## config.mk

```make
export PLATFORM = sky130hd
export DESIGN_NAME = stream_deserializer
export DESIGN_NICKNAME = d
export VERILOG_FILES = /design/src/rtl/stream_deserializer.sv
export SDC_FILE = /design/constraint.sdc
export NUM_CORES = 1
export LEC_CHECK = 0
export ABC_AREA = 0
export ABC_CLOCK_PERIOD_IN_PS = 3600
export CORE_MARGIN = 1.5
export CORE_UTILIZATION = 50
export DETAILED_ROUTE_END_ITERATION = 6
export HOLD_SLACK_MARGIN = 0.02
export PLACE_DENSITY = 0.8
export SLEW_MARGIN = 40
export SYNTH_ARGS = -nofsm -noshare
export SYNTH_HDL_FRONTEND = slang
export SYNTH_SLANG_ARGS = --single-unit
```

## constraint.sdc

```tcl
create_clock -name clk -period 3.6 [get_ports clk]
set_input_delay 0.54 -clock clk [delete_from_list [all_inputs] [get_ports clk]]
set_output_delay 0.54 -clock clk [all_outputs]
set_load 0.03 [all_outputs]
```

## src/rtl/stream_deserializer.sv

```systemverilog
// -----------------------------------------------------------------------------
// stream_deserializer
//   Rebuilds N-word frames from one serial AXI-Stream. Each frame goes out on
//   N parallel AXI-Stream lanes at the same time. While a frame is on the
//   lanes, the input is held off. Each lane's valid clears on that lane's own
//   handshake.
//
//   Optional framing checker: define STREAM_DESERIALIZER_CHECK_EN to compile it
//   in. The checker compares tid and tlast against the word's frame position.
//   On a bad word it pulses err and drops the partial frame. Without the macro,
//   tid and tlast are ignored and err is tied to 0.
//
// Ports
//   clk, rst        clock, synchronous active-high reset
//   s_axis_*        serial input stream (tdata, tvalid, tready, tid, tlast)
//   m_axis_tdata    per-lane output data   [N]
//   m_axis_tvalid   per-lane output valid  [N]
//   m_axis_tready   per-lane output ready  [N]
//   err             one-cycle framing-error pulse
//
// state    | meaning
// ---------+------------------------------------------------------------
// FILL     | accepting words into the frame buffer
// PRESENT  | frame on the output lanes, waiting for every lane to accept
// DROP     | (checker only) discarding words up to the next tlast
// -----------------------------------------------------------------------------
module stream_deserializer #(
  parameter int DW   = 24,
  parameter int N    = 4,
  parameter int TIDW = 8
) (
  input  logic            clk,
  input  logic            rst,
  input  logic [DW-1:0]   s_axis_tdata,
  input  logic            s_axis_tvalid,
  output logic            s_axis_tready,
  input  logic [TIDW-1:0] s_axis_tid,
  input  logic            s_axis_tlast,
  output logic [DW-1:0]   m_axis_tdata  [N],
  output logic            m_axis_tvalid [N],
  input  logic            m_axis_tready [N],
  output logic            err
);

  localparam int IDW = $clog2(N);

  typedef enum logic [1:0] {
    ST_FILL,
    ST_PRESENT
`ifdef STREAM_DESERIALIZER_CHECK_EN
    , ST_DROP
`endif
  } state_t;

  state_t          r_state;
  logic [IDW-1:0]  r_idx;
  logic [DW-1:0]   r_buf   [N-1];
  logic [DW-1:0]   r_mdata [N];
  logic [N-1:0]    r_mvalid;

  state_t          w_state_nxt;
  logic [IDW-1:0]  w_idx_nxt;
  logic            w_xfer;
  logic            w_last_pos;
  logic            w_wr;
  logic            w_load;
  logic [N-1:0]    w_pend_nxt;

  // Ready depends only on registered state, so it never depends on the upstream valid.
  assign s_axis_tready = (r_state != ST_PRESENT);
  assign w_xfer        = s_axis_tvalid && s_axis_tready;
  assign w_last_pos    = (r_idx == IDW'(N-1));

`ifdef STREAM_DESERIALIZER_CHECK_EN
  logic r_err;
  logic w_err_nxt;
  logic w_bad;
  assign w_bad = (s_axis_tid != TIDW'(r_idx)) || (s_axis_tlast != w_last_pos);
  assign err   = r_err;
`else
  logic w_unused;
  assign w_unused = ^{s_axis_tid, s_axis_tlast};
  assign err      = 1'b0;
`endif

  always_comb begin
    for (int i = 0; i < N; i++) begin
      w_pend_nxt[i] = r_mvalid[i] & ~m_axis_tready[i];
    end
  end

  always_comb begin
    w_state_nxt = r_state;
    w_idx_nxt   = r_idx;
    w_wr        = 1'b0;
    w_load      = 1'b0;
`ifdef STREAM_DESERIALIZER_CHECK_EN
    w_err_nxt   = 1'b0;
`endif
    case (r_state)
      ST_FILL: begin
        if (w_xfer) begin
`ifdef STREAM_DESERIALIZER_CHECK_EN
          if (w_bad) begin
            w_err_nxt   = 1'b1;
            w_idx_nxt   = '0;
            // A bad word that carries tlast already closes the broken frame.
            w_state_nxt = s_axis_tlast ? ST_FILL : ST_DROP;
          end else
`endif
          if (w_last_pos) begin
            w_idx_nxt   = '0;
            w_load      = 1'b1;
            w_state_nxt = ST_PRESENT;
          end else begin
            w_wr      = 1'b1;
            w_idx_nxt = r_idx + IDW'(1);
          end
        end
      end
      ST_PRESENT: begin
        if (w_pend_nxt == '0) w_state_nxt = ST_FILL;
      end
`ifdef STREAM_DESERIALIZER_CHECK_EN
      ST_DROP: begin
        if (w_xfer && s_axis_tlast) w_state_nxt = ST_FILL;
      end
`endif
      default: w_state_nxt = ST_FILL;
    endcase
  end

  // The buffer needs no reset: an entry is read only after it has been written in the same frame.
  always_ff @(posedge clk) begin
    if (w_wr) r_buf[r_idx] <= s_axis_tdata;
  end

  always_ff @(posedge clk) begin
    if (rst) begin
      r_state  <= ST_FILL;
      r_idx    <= '0;
      r_mvalid <= '0;
      for (int i = 0; i < N; i++) r_mdata[i] <= '0;
`ifdef STREAM_DESERIALIZER_CHECK_EN
      r_err    <= 1'b0;
`endif
    end else begin
      r_state <= w_state_nxt;
      r_idx   <= w_idx_nxt;
`ifdef STREAM_DESERIALIZER_CHECK_EN
      r_err   <= w_err_nxt;
`endif
      if (w_load) begin
        // The final word goes straight from the input to its lane and bypasses the buffer.
        for (int i = 0; i < N; i++) begin
          if (i == N-1) r_mdata[i] <= s_axis_tdata;
          else          r_mdata[i] <= r_buf[i];
        end
        r_mvalid <= '1;
      end else begin
        r_mvalid <= w_pend_nxt;
      end
    end
  end

  for (genvar g = 0; g < N; g++) begin : g_lane
    assign m_axis_tdata[g]  = r_mdata[g];
    assign m_axis_tvalid[g] = r_mvalid[g];
  end

endmodule

```

-- After elaboration in Yosys (flattened, before gate mapping)
Memories as Yosys holds them, arrays and structs flattened.
Index checks and enable logic that the tools add are counted.
Widths: inputs -> output; s select.
- output and inout port bits: 102
- memories: 2
- bits in registers: 8
- word-level logic and storage cells: 52
- memory bits (writable): 168
- equal/unequal tests: 6
- bitwise gates (word level): 12
- reduce and logical (&&, ||, !) cells: 5
- mux-type cells: 23
- add/subtract/negate cells: 1
- memories (memory ; words ; width ; read ports ; clocked after Yosys merged registers in ; wr ports ; RTL line ; text):
    r_mdata ; 4 ; 24 ; 4 ; 0 ; 4 ; 58 ; logic [DW-1:0] r_mdata [N];
    r_buf ; 3 ; 24 ; 3 ; 0 ; 1 ; 57 ; logic [DW-1:0] r_buf [N-1];
- operators by type and width (kind ; number):
    $mux 24 ; 4
    $mux 1 ; 13
    $mux 2 ; 4
    $ne 2x2->1 const B ; 3
    $and 1x1->1 ; 4
    $logic_not 4->1 ; 1
    $mux 4 ; 1
    $not 1->1 ; 4
    $or 1x1->1 ; 4
    $pmux 2 s2 ; 1
    $reduce_and 3->1 ; 1
    $add 2x1->2 const B ; 1
    $eq 2x1->1 const B ; 1
    $eq 2x2->1 const B ; 1
    $logic_not 2->1 ; 1
    $ne 2x1->1 const B ; 1
    $reduce_and 2->1 ; 1
    $logic_and 1x1->1 ; 1

-- Logic depth before layout (Yosys ltp)
Gate-level depths: netlist (run 1).
- depth in word-level cells: 8
- depth in mapped cells: 7

-- Worst setup path after synthesis (run 1)
Ideal clock, no wire load.
- kind: input port to flip-flop
- start point: in s_axis_tvalid
- end point: mem r_mdata[0][0] (enable)
- arrival time: 2.863 ns
- buffers on the path: 1
- slack: 0.279 ns
- stages: 4
- setup time: 0.458 ns
- path through: nor2b_2 > buf_6 > nand2_1 > nand2_1
- RTL lines (element ; RTL line ; text):
    from (decl) ; 35 ; input logic s_axis_tvalid,
    to (decl) ; 58 ;

==> results of run 1 <==
==> worst paths after layout <==
kind / endpoint / slack [ps] / depth (start not counted)
max: r_mdata[1][4] / 1450 / 5
min: r_mvalid[3] / 510 / 2
max reg2reg: r_mdata[1][4] / 1680 / 4
min reg2reg: r_mvalid[3] / 510 / 2
==> metrics by stage <==
stage / total power [mW] / cells / hold slack, ps / worst slack [ps]
floorplan: 2.55 / 317 / 497 / 279
finish: 4.46 / 641 / 512 / 1450
detailed placement: 2.71 / 608 / 505 / 1010
global placement: 2.70 / 608 / 493 / 1080
global route: 4.59 / 641 / 534 / 1350
CTS: 4.49 / 640 / 516 / 1460
==> cells in the final DEF, fill, tap and decap left out, drive strengths merged <==
master and n:
a31o 1, nand4 1, buf 6, nand2 2
nand3 1, nand2b 4, nor2 3, and3 1
o21ai 4, clkbuf 20, nor2b 2, inv 5
ha 4, clkdlybuf4s50 131, dfxtp 7, conb 1
and2 99, clkinvlp 2, bufinv 3, mux2i 2
clkinv 6, edfxtp 168
==> cells in the mapped netlist, drive strengths merged (2+ instances only) <==
| master | instances | share of area, % |
|---|---|---|
| ha | 4 | 0.81 |
| mux2i | 2 | 0.32 |
| nor2b | 2 | 0.24 |
| nor2 | 3 | 0.18 |
| clkbuf | 5 | 0.40 |
| buf | 8 | 1.3 |
| nand2b | 4 | 0.40 |
| and2 | 99 | 11 |
| inv | 4 | 0.24 |
| nand2 | 2 | 0.12 |
| edfxtp | 168 | 82 |
| dfxtp | 7 | 2.3 |
| o21ai | 4 | 0.32 |
==> power by group <==
part | internal, mW | switching [mW]
Sequential | 2.33 | 0.0242
Combinational | 0.121 | 0.193
Clock | 1.08 | 0.710
==> sequential cells by signal (all words and copies together), names as in the netlist <==
signal and flops:
r_mdata 96, r_buf 72, r_idx 2, r_state 1, r_mvalid 4
==> kinds of logic (layout without fill, tap and decap cells) <==
logic type | count (synthesis) | count (layout) | share of synthesized area, %
other | 1 | 1 | 0.0606
AOI/OAI and AO/OA | 5 | 5 | 0.465
adders and majority gates | 4 | 4 | 0.809
DFF | 175 | 175 | 83.9
muxes | 2 | 2 | 0.324
and+or+nand+nor | 113 | 113 | 12.5
buffers and inverters | 17 | 173 | 1.94
==> routing by layer <==
layer | wire, um | up-vias | global-route usage, %
li1 | - | 1417 | -
met1 | 3950 | 1457 | 19.0
met2 | 5800 | 77 | 30.0
met3 | 466 | 17 | 4.92
met4 | 244 | 0 | 8.58
met5 | 0 | - | 0
==> tightest hold or removal path: stages (launching register included) <==
cell	delay [ps]
dfxtp_1	310
nand2b_1	80
o21ai_0	70
==> cell type report <==
class | instances | area share, %
Sequential cell | 175 | 62.8
Timing Repair Buffer | 137 | 16.7
Multi-Input combinational cell | 125 | 10.7
Clock buffer | 20 | 5.29
Tap cell | 168 | 2.55
Clock inverter | 12 | 1.73
Inverter | 4 | 0.182
==> run summary, run 1 <==
Max Freq: 466 MHz
Post-DP HPWL: 6640 um
Post-CTS setup buffer count: 0
CTS Buf Count: 17
Final slew viol count: 0
Asr flop ratio synth: 0%
Register Area: 5180 sq um
Die area: 13000 sq um
Placed instance area: 7660 sq um
Antenna violations before repair: 1
Worst R2R Start: r_idx[0]
Crit path launch type: primary input
Core area: 12100 sq um
Filler Cell Count: 807
Hold_buf cts: 0
PortBufs: 131
First-pass GRT wire length: 15800 um
Most used DFF post-synth: edfxtp_1
Final net count: 504
Routed vias/inst: 4.63
Clock transition at path regs: 60 ps
CP Class: in2reg
Syn nets: 361
Clock insertion delay at the later pin of the skew report: 420 ps
Die height: 114 um
# resized after CTS: 0
Worst Path Required: 3680 ps
Clk sinks: 175
Final Cycle Share: 59.7%
Hold Crit Start: r_mvalid[3]
1st-pass router iterations: 4
Yosys reg bits: 175
Post-DRT Antenna Nets: 0
TritonCTS clock tree: built
Initial DRC count: 121
Clk buf depth: 2
Synth unique cells: 22
Avg Synthesized Cell Area: 19.5 sq um
Final setup TNS: 0 ps
Crit. End Element: flop
Max Cap Viol: 0
Largest fanout on the critical path: 31
Slowest CP cell: clkdlybuf4s50_1
Vias: 2968
WL final: 10500 um
IO Pins: 142
Average wire per standard cell: 16.3 um
Slowest stage delay, CP: 470 ps
Number of synthesized flops with an enable pin: 168
Leakage: 2.96 nW
Setup Viol. Count Final: 0
Number of global-route vias before repair: 2866
Min-Delay Path Class: reg2reg
Area grow syn2layout: 33.5%
Footprint of the multi-input gates: 886 sq um
N_diodes: 0
Power Density: 540 nW/um^2
Std-Cell Rows: 40
Total GRT Usage: 17.1%
RSZ-0062 raised after global routing: no
Mapped Area: 6180 sq um
Clk_skew: 5.81 ps
Overflow after GRT: 0
Routability Congestion: 0.760
Number of hold violations in the final report: 0
H-tree depth: 4
Data arrival, critical path: 2230 ps
Worst path buffer plus inverter count: 2
Final core utilization: 68.5%
Final instance area: 8260 sq um
Worst vdd rail ir drop: 0.322 mV
CP Cell Sequence: clkdlybuf4s50_1, nor2b_2, nand2_1, nand2_4, buf_4
Largest net degree at the start of global routing: 98
Register area share after synthesis: 83.9%
Clock root buffer: clkbuf_16
Crit path time final: 2150 ps
Initial Util: 51.3%
Yosys warning total: 0
Status: finished, final reports clean
Post-Synthesis Cells: 317
Critical path launch point: s_axis_tvalid
Drt drc: 0
Top Family by Delay on Critical Path: buffers and inverters
Die W: 114 um
Layout cells sized above 1: 14.4%
Power figures use the tool's default switching activity.
==> inputs of run 2 (changes only) <==
--- a/config.mk
+++ b/config.mk
@@ -6,12 +6,12 @@
 export NUM_CORES = 1
 export LEC_CHECK = 0
 export ABC_AREA = 0
-export ABC_CLOCK_PERIOD_IN_PS = 3600
+export ABC_CLOCK_PERIOD_IN_PS = 1750
 export CORE_MARGIN = 1.5
-export CORE_UTILIZATION = 50
+export CORE_UTILIZATION = 45
 export DETAILED_ROUTE_END_ITERATION = 6
 export HOLD_SLACK_MARGIN = 0.02
-export PLACE_DENSITY = 0.8
+export PLACE_DENSITY = 0.76
 export SLEW_MARGIN = 40
 export SYNTH_ARGS = -nofsm -noshare
 export SYNTH_HDL_FRONTEND = slang
==> constraint.sdc (replaced) <==
create_clock -name clk -period 1.75 [get_ports clk]
set_input_delay 0.2625 -clock clk [delete_from_list [all_inputs] [get_ports clk]]
set_output_delay 0.2625 -clock clk [all_outputs]
set_load 0.03 [all_outputs]
==> run 2 against run 1 <==
Global-route usage fell by 2.1 points. Clock power rose by 100%. Critical path depth fell by 4. Sequential power rose by 110%. Total power rose by 110%. Final cell count rose by 3.9%. Register-to-register slack got worse by 1500 ps. Core utilization fell by 4.9 points. Largest cell class unchanged. Critical endpoint is now m_axis_tdata[88]. Die area rose by 11%. Setup slack got worse by 1400 ps. Via count rose by 0.71%. Clock-buffer cell count rose by 3.
==> run summary, run 2 (synthesis results as in run 1) <==
Most frequent cells in the layout: edfxtp_1, clkdlybuf4s50_1, and2_1 (unchanged)
Number of hold violations in the final report: 0 (unchanged)
Crit. End Element: output port (was flop)
First-pass GRT wire length: 15700 um (was 15800 um)
Power Total: 9.15 mW (was 4.46 mW)
Post-DP HPWL: 6850 um (was 6640 um)
Largest Register: r_mdata (unchanged)
Die W: 120 um (was 114 um)
Largest net degree at the start of global routing: 56 (was 98)
Max reg flops: 96 (unchanged)
Setup Viol. Count Final: 0 (unchanged)
Final net count: 521 (was 504)
Post-DRT Antenna Nets: 0 (unchanged)
WL final: 10300 um (was 10500 um)
CP Cell Sequence: clkdlybuf4s50_1 (was clkdlybuf4s50_1, nor2b_2, nand2_1, nand2_4, buf_4)
Power Density: 1080 nW/um^2 (was 540 nW/um^2)
Top Family by Delay on Critical Path: buffers and inverters (unchanged)
CP Class: reg2out (was in2reg)
Clk sinks: 175 (unchanged)
Core area: 13300 sq um (was 12100 sq um)
Worst path buffer plus inverter count: 1 (was 2)
TritonCTS clock tree: built (unchanged)
Routed vias/inst: 4.49 (was 4.63)
RSZ-0062 raised after global routing: no (unchanged)
WHS: 468 ps (was 512 ps)
WHS Path Cells: 1 (was 2)
Placed instance area: 7890 sq um (was 7660 sq um)
Final Cycle Share: 98.0%
Sw Ratio: 21.5% (was 20.8%)
Number of global-route vias before repair: 2971 (was 2866)
Overflow after GRT: 0 (unchanged)
Leakage: 3.11 nW (was 2.96 nW)
Largest registers: r_mdata (96), r_buf (72), r_mvalid (4) (unchanged)
R2R cell count: 4 (unchanged)
Clock transition at path regs: 70 ps (was 60 ps)
Clk buf depth: 2 (unchanged)
Die area: 14500 sq um (was 13000 sq um)
Clock insertion delay at the later pin of the skew report: 420 ps (about the same)
H-tree depth: 4 (unchanged)
Initial Util: 46.3% (was 51.3%)
N_diodes: 0 (unchanged)
Slowest CP cell: clkdlybuf4s50_1 (unchanged)
Routability Congestion: 0.794 (was 0.760)
Drt drc: 0 (unchanged)
Initial DRC count: 222 (was 121)
Data arrival, critical path: 1450 ps (was 2230 ps)
Layout cells sized above 1: 18.2% (was 14.4%)
Max Cap Viol: 0 (unchanged)
Average wire per standard cell: 15.5 um (was 16.3 um)
Antenna violations before repair: 1 (unchanged)
Clock share of power: 39.6% (was 40.2%)
1st-pass router iterations: 4 (unchanged)
Comb power frac: 7.6% (was 7.0%)
Die height: 120 um (was 114 um)
Worst path depth: 1 (was 5)
Final setup TNS: 0 ps (unchanged)
Commonest non-fill, non-tap cell in the layout: edfxtp_1 (unchanged)
Total GRT Usage: 14.9% (was 17.1%)
Max Freq: 583 MHz
Crit path launch type: flop (was primary input)
Worst vdd rail ir drop: 0.511 mV (was 0.322 mV)
Final instance area: 8480 sq um (was 8260 sq um)
Clk_skew: 10.2 ps (was 5.81 ps)
Slowest stage delay, CP: 720 ps (was 470 ps)
Cell Int Power: 7.19 mW (was 3.53 mW)
Psw: 1.97 mW (was 0.927 mW)
IO Pins: 142 (unchanged)
Min-Delay Path Class: in2reg (was reg2reg)
Largest fanout on the critical path: 1 (was 31)
Vias: 2989 (was 2968)
Final WS setup: 34.6 ps (was 1450 ps)
PortBufs: 131 (unchanged)
Post-CTS setup buffer count: 0 (unchanged)
Area grow syn2layout: 37.2% (was 33.5%)
Crit path time final: 1720 ps
Clock root buffer: clkbuf_16 (unchanged)
Worst Path Required: 1490 ps (was 3680 ps)
Status: finished, final reports clean (unchanged)
CTS Buf Count: 17 (unchanged)
Place WS: -151 ps (was 1010 ps)
Std-Cell Rows: 42 (was 40)
Sequential share of power: 52.9% (was 52.8%)
Final slew viol count: 0 (unchanged)
-- run 2: path summary, 6_finish.rpt --
check / start / end / slack, ps
worst min register to register: r_buf[1][23] / r_mdata[1][23] / 510
worst min-delay path: s_axis_tdata[11] / r_buf[1][11] / 470
worst max-delay path: r_mdata[0][16] / m_axis_tdata[88] / 30
worst max register to register: r_idx[0] / r_mdata[0][11] / 220
-- run 2: power groups by stage --
stage	Clock [mW]	Combinational [mW]	Sequential, mW
floorplan	0	0.120	5.12
global placement	0	0.688	4.92
detailed placement	0	0.702	4.93
CTS	3.68	0.704	4.84
global route	3.83	0.730	4.85
finish	3.62	0.693	4.84
-- run 2: final cells by class --
class / instances / area [sq um]
inverters: 4 / 15.0
flip-flops and latches: 175 / 5180
well taps: 176 / 220
clock inverters: 9 / 68.8
clock buffers: 23 / 519
multi-input cells: 125 / 895
fillers: 973 / 4870
repair buffers: 154 / 1580
-- run 2: layer usage --
layer / share of wire, % / vias to the layer above / GRT usage [%]
met5: 0.11 / - / 0
met4: 2.3 / 2 / 8.38
met3: 4.1 / 19 / 3.92
met2: 52 / 76 / 24.5
met1: 42 / 1431 / 18.1
li1: - / 1461 / -
-- run 2: metrics by stage --
step / instances / util, %
after floorplan: 317 / -
after detailed placement: 634 / 59.1
after global routing: 666 / 63.5
after CTS: 666 / 63.5
after global placement: 634 / 59.1
final: 666 / 63.5
-- run 2: timing repair --
item / in CTS / in global routing
gates resized for setup: 0 / 3
hold buffers: 0 / 0
setup endpoints to repair: 0 / 3
==> inputs of run 3 (changes only) <==
--- a/config.mk
+++ b/config.mk
@@ -7,6 +7,7 @@
 export LEC_CHECK = 0
 export ABC_AREA = 0
 export ABC_CLOCK_PERIOD_IN_PS = 1750
+export CAP_MARGIN = 0
 export CORE_MARGIN = 1.5
 export CORE_UTILIZATION = 45
 export DETAILED_ROUTE_END_ITERATION = 6
@@ -16,3 +17,4 @@
 export SYNTH_ARGS = -nofsm -noshare
 export SYNTH_HDL_FRONTEND = slang
 export SYNTH_SLANG_ARGS = --single-unit
+export TNS_END_PERCENT = 100
==> results of run 3 <==
Final layout, timing and power as in run 2 (identical DEF).
